## config.mk

```make
export PLATFORM = sky130hd
export DESIGN_NAME = elevator_plant
export DESIGN_NICKNAME = d
export VERILOG_FILES = /design/src/rtl/elevator_plant.sv
export SDC_FILE = /design/constraint.sdc
export NUM_CORES = 1
export LEC_CHECK = 0
export CORE_ASPECT_RATIO = 0.6
export CORE_MARGIN = 1.5
export CORE_UTILIZATION = 30
export DETAILED_ROUTE_END_ITERATION = 12
export HOLD_SLACK_MARGIN = 0.15
export PLACE_DENSITY = 0.43
export SKIP_LAST_GASP = 1
export SYNTH_ARGS = -nofsm -noshare
export SYNTH_HDL_FRONTEND = slang
export SYNTH_SLANG_ARGS = --single-unit
```

## constraint.sdc

```tcl
create_clock -name clock -period 2.8 [get_ports clock]
set_input_delay 0.28 -clock clock [delete_from_list [all_inputs] [get_ports clock]]
set_output_delay 0.28 -clock clock [all_outputs]
set_load 0.005 [all_outputs]
```

## src/rtl/elevator_plant.sv

```systemverilog
// Elevator car, shaft and door plant model.
// Consumes the controller's engine/door commands and produces the floor and
// door sensors. Illegal plant usage is latched in sticky fault flags.
module elevator_plant #(
    parameter int FLOORS        = 8,
    parameter int TRAVEL_CYCLES = 1000,
    parameter int DOOR_CYCLES   = 500,
    parameter int RESET_FLOOR   = 0,
    parameter int RESET_STEP    = 0
) (
    input  logic                      clock,
    input  logic                      reset,
    input  logic [1:0]                engine,
    input  logic [1:0]                door,
    output logic                      sensor_up,
    output logic                      sensor_down,
    output logic [1:0]                sensor_door,
    output logic [$clog2(FLOORS)-1:0] car_floor,
    output logic                      at_floor,
    output logic [2:0]                fault
);

    localparam int FW = $clog2(FLOORS);
    localparam int SW = $clog2(TRAVEL_CYCLES);
    localparam int DW = $clog2(DOOR_CYCLES + 1);

    localparam logic [FW-1:0] FLOOR_TOP  = FW'(FLOORS - 1);
    localparam logic [FW-1:0] FLOOR_INIT = FW'(RESET_FLOOR);
    localparam logic [SW-1:0] STEP_MAX   = SW'(TRAVEL_CYCLES - 1);
    localparam logic [SW-1:0] STEP_INIT  = SW'(RESET_STEP);
    localparam logic [SW-1:0] STEP_ONE   = SW'(1);
    localparam logic [DW-1:0] DPOS_OPEN  = DW'(DOOR_CYCLES);
    localparam logic [DW-1:0] DPOS_ONE   = DW'(1);
    localparam logic [FW-1:0] FLOOR_ONE  = FW'(1);

    logic [FW-1:0] floor_q, floor_d;
    logic [SW-1:0] step_q, step_d;
    logic [DW-1:0] dpos_q, dpos_d;
    logic          up_d, down_d;
    logic [2:0]    fault_q, fault_d;
    logic          up_q, down_q;

    // Next-state: the door rule is evaluated first against the current engine
    // command, then the engine rule against the current door position.
    always_comb begin
        floor_d = floor_q;
        step_d  = step_q;
        dpos_d  = dpos_q;
        up_d    = 1'b0;
        down_d  = 1'b0;
        fault_d = fault_q;

        case (door)
            2'b01: begin
                if (step_q != '0 || engine != 2'b00)
                    fault_d[1] = 1'b1;
                else if (dpos_q != DPOS_OPEN)
                    dpos_d = dpos_q + DPOS_ONE;
            end
            2'b10: begin
                if (step_q != '0 || engine != 2'b00)
                    fault_d[1] = 1'b1;
                else if (dpos_q != '0)
                    dpos_d = dpos_q - DPOS_ONE;
            end
            2'b11:   fault_d[2] = 1'b1;
            default: ;
        endcase

        case (engine)
            2'b01: begin
                if (dpos_q != '0) begin
                    fault_d[0] = 1'b1;
                end else if (floor_q == FLOOR_TOP && step_q == '0) begin
                    fault_d[2] = 1'b1;
                end else if (step_q == STEP_MAX) begin
                    step_d  = '0;
                    floor_d = floor_q + FLOOR_ONE;
                    up_d    = 1'b1;
                end else begin
                    step_d = step_q + STEP_ONE;
                end
            end
            2'b10: begin
                if (dpos_q != '0) begin
                    fault_d[0] = 1'b1;
                end else if (floor_q == '0 && step_q == '0) begin
                    fault_d[2] = 1'b1;
                end else if (step_q == '0) begin
                    // Leaving a level downward: the car now sits just above the floor below.
                    floor_d = floor_q - FLOOR_ONE;
                    step_d  = STEP_MAX;
                end else if (step_q == STEP_ONE) begin
                    step_d = '0;
                    down_d = 1'b1;
                end else begin
                    step_d = step_q - STEP_ONE;
                end
            end
            2'b11:   fault_d[2] = 1'b1;
            default: ;
        endcase
    end

    // Plant state register with synchronous active-low reset.
    always_ff @(posedge clock) begin
        if (!reset) begin
            floor_q <= FLOOR_INIT;
            step_q  <= STEP_INIT;
            dpos_q  <= '0;
            up_q    <= 1'b0;
            down_q  <= 1'b0;
            fault_q <= 3'b000;
        end else begin
            floor_q <= floor_d;
            step_q  <= step_d;
            dpos_q  <= dpos_d;
            up_q    <= up_d;
            down_q  <= down_d;
            fault_q <= fault_d;
        end
    end

    // Door sensor decode: closed and fully open are exclusive end stops.
    always_comb begin
        sensor_door = 2'b00;
        if (dpos_q == '0)
            sensor_door = 2'b10;
        else if (dpos_q == DPOS_OPEN)
            sensor_door = 2'b01;
    end

    assign sensor_up   = up_q;
    assign sensor_down = down_q;
    assign car_floor   = floor_q;
    assign at_floor    = (step_q == '0);
    assign fault       = fault_q;

endmodule

```

### Word-level counts from Yosys, hierarchy flattened

Cells that the tools add are included.

| operators by class | value |
|---|---|
| $add $sub $neg | 6 |
| equal/unequal tests | 21 |
| muxes and demuxes | 30 |
| bitwise gates (word level) | 3 |
| reductions and logical operators | 20 |

Operators with widths:

| operator | count |
|---|---|
| 2-to-1 mux 10 bit | 7 |
| 2-to-1 mux 9 bit | 4 |
| != test 2 bit (second input constant) | 10 |
| case mux 10 bit (2 select lines) | 1 |
| 2-to-1 mux 3 bit | 6 |
| case mux 9 bit (2 select lines) | 1 |
| adder 10 x 1 -> 10 bit (second input constant) | 1 |
| equality test 10 x 1 -> 1 bit (second input constant) | 1 |
| equality test 10 bit (second input constant) | 1 |
| zero test 10 bit | 1 |
| AND reduction 5 bit | 2 |
| nonzero test 10 bit | 1 |
| subtractor 10 x 1 -> 10 bit (second input constant) | 1 |
| adder 9 x 1 -> 9 bit (second input constant) | 1 |
| equality test 9 bit (second input constant) | 1 |
| zero test 9 bit | 1 |
| != test 9 bit (second input constant) | 1 |
| nonzero test 9 bit | 1 |
| subtractor 9 x 1 -> 9 bit (second input constant) | 1 |
| equality test 2 bit (second input constant) | 4 |
| 2-to-1 mux 1 bit | 8 |
| AND reduction 7 bit | 1 |
| case mux 3 bit (2 select lines) | 1 |
| nonzero test 2 bit | 3 |
| 14 further kinds | 20 |

| storage, ports and cells | value |
|---|---|
| register bits | 27 |
| input bits | 6 |
| output and inout bits | 11 |
| logic and storage cells | 88 |

### Longest topological paths before layout

| depth | value |
|---|---|
| depth after elaboration | 6 |
| depth in mapped cells | 10 |
| depth with buffers taken out | 8 |

### Worst setup path after synthesis

No wires, ideal clock.

| timing | value |
|---|---|
| kind | input port to flip-flop |
| start point | in door[0] |
| end point | reg dpos_q[8] |
| library setup time | 72 ps |
| arrival | 1973 ps |
| data required time | 2728 ps |
| path slack | 756 ps |
| stages on the path | 8 |
| buffers on the path | 0 |
| cell sequence | inv_1 > ha_1 > fa_1 > a21oi_1 > o2111ai_1 > a31o_2 > a21oi_1 > mux2i_1 |

| between the ends | value |
|---|---|
| word-level cells in the longest chain between the ends | 3 |
| elaborated cells on any way between the ends | 9 |
| those cells by class | 6 x eq/ne; 1 x mux; 2 x reduce/logical |

Ends and longest elaborated chain:

| item | line | source |
|---|---|---|
| start, declared | 14 | `input logic [1:0] door,` |
| equality test 2 bit / equality test 2 x 1 -> 1 bit (equally long branches) | 53 | `case (door)` |
| != test 2 bit (no source line) / nonzero test 2 bit (equally long branches) | - |  |
| AND reduction 5 bit (no source line) | - |  |
| end signal, assigned | 117 | `dpos_q <= dpos_d;` |
| end, declared | 38 | `logic [DW-1:0] dpos_q, dpos_d;` |

Several ways; a longest one is shown, not always the timed one.
A chain may end at the register's enable or synchronous reset.

### Final worst setup path

| timing | value |
|---|---|
| start point | reg step_q[5] |
| end point | out at_floor |

| between the ends | value |
|---|---|
| word-level cells in the longest chain between the ends | 1 |

Ends and longest elaborated chain:

| item | line | source |
|---|---|---|
| start, declared | 37 | `logic [SW-1:0] step_q, step_d;` |
| start signal, assigned | 116 | `step_q <= step_d;` |
| zero test 10 bit | 136 | `assign at_floor = (step_q == '0);` |
| end, declared | 19 | `output logic at_floor,` |

No other way between the ends.

==> results.txt <==
Initial antenna violation count: 0
Vias in the first global route: 1827
Ports: 17
Crit-path leading delay family: simple AND/OR/NAND/NOR gates
Clock tree buffer depth: 2
DRC Markers: 0
Hold Crit Class: register to register
Synthesized flop and latch total: 27
Tmin final: 2.53 ns
Place WS: 0.0356 ns
First-pass GRT wire length: 10600 um
Row count: 24
Async SR Flop Fraction: 0
CTS Buf Count: 3
Unrepaired setup endpoints after global routing: no
Post-layout nets: 317
CP cell instances: nor4_4 -> nand3_1 -> inv_1 -> clkdlybuf4s50_1
GRT overflow: 0
Final worst slack: 0.271 ns
Multi-input gate area: 1540 um^2
H-tree depth: 1
Top_reg_cell synth: dfxtp_1
WS Path Type: register to primary output
GP Congestion: 0.838
Min-delay src: fault[1]
CP Data Arrival Time: 2.25 ns
Layout cell share with drive strength beyond 1: 0.125
Synth cell types: 61
Chip Height: 70.4 um
Average wire per cell in the routed design: 16.1 um
Net Count, Synth: 295
Overall fraction of global-route tracks in use: 0.168
Tcrit/Tclk final: 0.903
Total wire length: 6330 um
Crit end category: primary output
Worst r2r src: dpos_q[0]
EDFF count, synth: 0
R2r setup slk: 0.54 ns
Slew Viols, Final: 0
Latest clock arrival within the worst-skew pair: 0.27 ns
Worst hold stages: 2
Die area: 8110 um^2
Leakage: 1.04 nW
Sequential share of the synthesized area: 0.238
Setup_tns: 0 ns
Antenna viol nets, final: 0
RR Endpoint: step_q[5]
Critical path data required time: 2.52 ns
Final-report hold violation count: 0
Post-route insts no fill: 393
Hold EP: fault[1]
CTS Hold Buffers Added: 0
Worst Tran Pin Value: 0.604 ns
# fillers: 761
VDD IR max: 0.266 mV
Avg Cell Area, Syn: 8.47 um^2
PD cells: 491 nW/um^2
Status: finished, final reports clean
Setup bufs post-CTS: 0
Clock skew: 0.00648 ns
Via density: 5.21
DRT Pass-1 Iters: 4
Vias: 2047
Max FO, Critical Path: 9
Initial Utilization: 0.311
Hold WS: 0.502 ns
YS warnings: 0
Post-Syn Area: 2270 um^2
Final core occ: 0.362
Buf/Inv on CP: 2
Die Wd: 115 um
Max Clk Rate: 395 MHz
Reg2Reg Depth: 5
Stages on the worst setup path: 4
Crit path from: step_q[5]
Register area: 541 um^2
Layout area overhead: 16.5%
CP max stage delay: 0.57 ns
Largest net degree at the start of global routing: 18
Diodes inserted: 0
Post-synthesis cell count: 268
CTS root buf: clkbuf_16
Startpoint types: register
CORE AREA: 7300 um^2
DRT iter0 DRCs: 141
Headroom to the max-slew limit: 0.597
PostCTS Resize Cnt: 0
Max-cap violations: 0
CTS tree: done
Final number of setup-violating endpoints: 0
Buffers on Ports: 16
Slowest-stage cell, CP: nor4_4
# placed instances: 389
Reg clk slew, reported paths: 0.08 ns
Post-DP HPWL: 4910 um
# clock sinks: 27
## synth_stat cells, drive strengths merged (3+ instances only)
master / instances / area (um^2)
inv: 22 / 82.6
or3: 5 / 31.3
o21bai: 3 / 22.5
o211ai: 5 / 37.5
nand3: 12 / 60.1
xnor2: 4 / 35.0
mux2i: 9 / 90.1
nand4: 9 / 62.6
nor4: 3 / 55.1
a31o: 6 / 52.6
clkbuf: 4 / 15.0
nor2: 23 / 86.3
dfxtp: 27 / 541
and3: 6 / 40.0
or2: 3 / 18.8
nand2: 15 / 56.3
a211oi: 3 / 22.5
o2111ai: 5 / 43.8
a31oi: 4 / 25.0
a21oi: 15 / 75.1
xor2: 6 / 52.6
ha: 19 / 238
nand2b: 4 / 25.0
o31ai: 3 / 22.5
buf: 9 / 87.6
o21a: 3 / 22.5
nor3: 11 / 60.1
## worst reg2reg max path: cells and delay by family (launching register included)
kind	cells	cell delay [ns]
AO/OA/AOI/OAI	3	1.06
flip-flops	1	0.36
AND/OR/NAND/NOR	2	0.73
## power breakdown
| part | total [mW] | internal (mW) | leakage, nW | switching [mW] |
|---|---|---|---|---|
| combinational | 0.483 | 0.215 | 0.786 | 0.268 |
| sequential | 0.465 | 0.414 | 0.220 | 0.0515 |
| clock | 0.350 | 0.195 | 0.0371 | 0.155 |
| total | 1.30 | 0.824 | 1.04 | 0.474 |
## kinds of logic after synthesis
| family | synth area share |
|---|---|
| compound gates | 0.227 |
| buf+inv | 0.0816 |
| xor+xnor | 0.0386 |
| flops | 0.238 |
| fa+ha+maj | 0.122 |
| mux | 0.0447 |
| simple gates | 0.248 |
## per-stage QoR
stage	instance area [um^2]	total power, mW
6_report	2650	1.30
5_1_grt	2650	1.38
4_1_cts	2650	1.30
3_5_place_dp	2560	0.948
3_3_place_gp	2560	0.956
2_1_floorplan	2270	0.795
## final cells by class
class / count / share of cell area
tap: 104 / 0.0492
inverter: 22 / 0.0312
sequential: 27 / 0.204
timing repair buffer: 30 / 0.100
multi-input combinational: 206 / 0.584
clock inverter: 1 / 0.00284
clock buffer: 3 / 0.0284
## registers in the layout, summed over array words and instances, names as in the netlist
register,flops
step_q,10
sensor_down,1
dpos_q,9
car_floor,3
fault,3
sensor_up,1
## worst max-delay path by stage
| stage | to | slack [ns] |
|---|---|---|
| after floorplan | dpos_q[8] | 0.76 |
| after global placement | car_floor[1] | 0.08 |
| after detailed placement | dpos_q[8] | 0.04 |
| after CTS | at_floor | 0.30 |
| after global routing | step_q[5] | 0.13 |
| final | at_floor | 0.27 |
## per-layer routing
metal | routed length, um | up-vias | global-route usage
met5 | 0 | - | 0
met4 | 29 | 0 | 0.0247
met3 | 388 | 2 | 0.0304
met2 | 2120 | 51 | 0.196
met1 | 3790 | 951 | 0.297
li1 | - | 1043 | -
## placed cells by master (no fill, tap or decap), types with 6 or more instances in the layout
master | synthesis | final
nand4_1 | 8 | 8
a21oi_1 | 15 | 15
nand3_1 | 12 | 12
nor2_1 | 23 | 23
ha_1 | 19 | 19
xor2_1 | 6 | 6
nor3_1 | 10 | 10
mux2i_1 | 9 | 9
dfxtp_1 | 27 | 27
inv_1 | 21 | 21
nand2_1 | 15 | 15
clkdlybuf4s50_1 | 0 | 16
buf_4 | 2 | 14
Note: power is estimated with default switching activity, not from simulation.
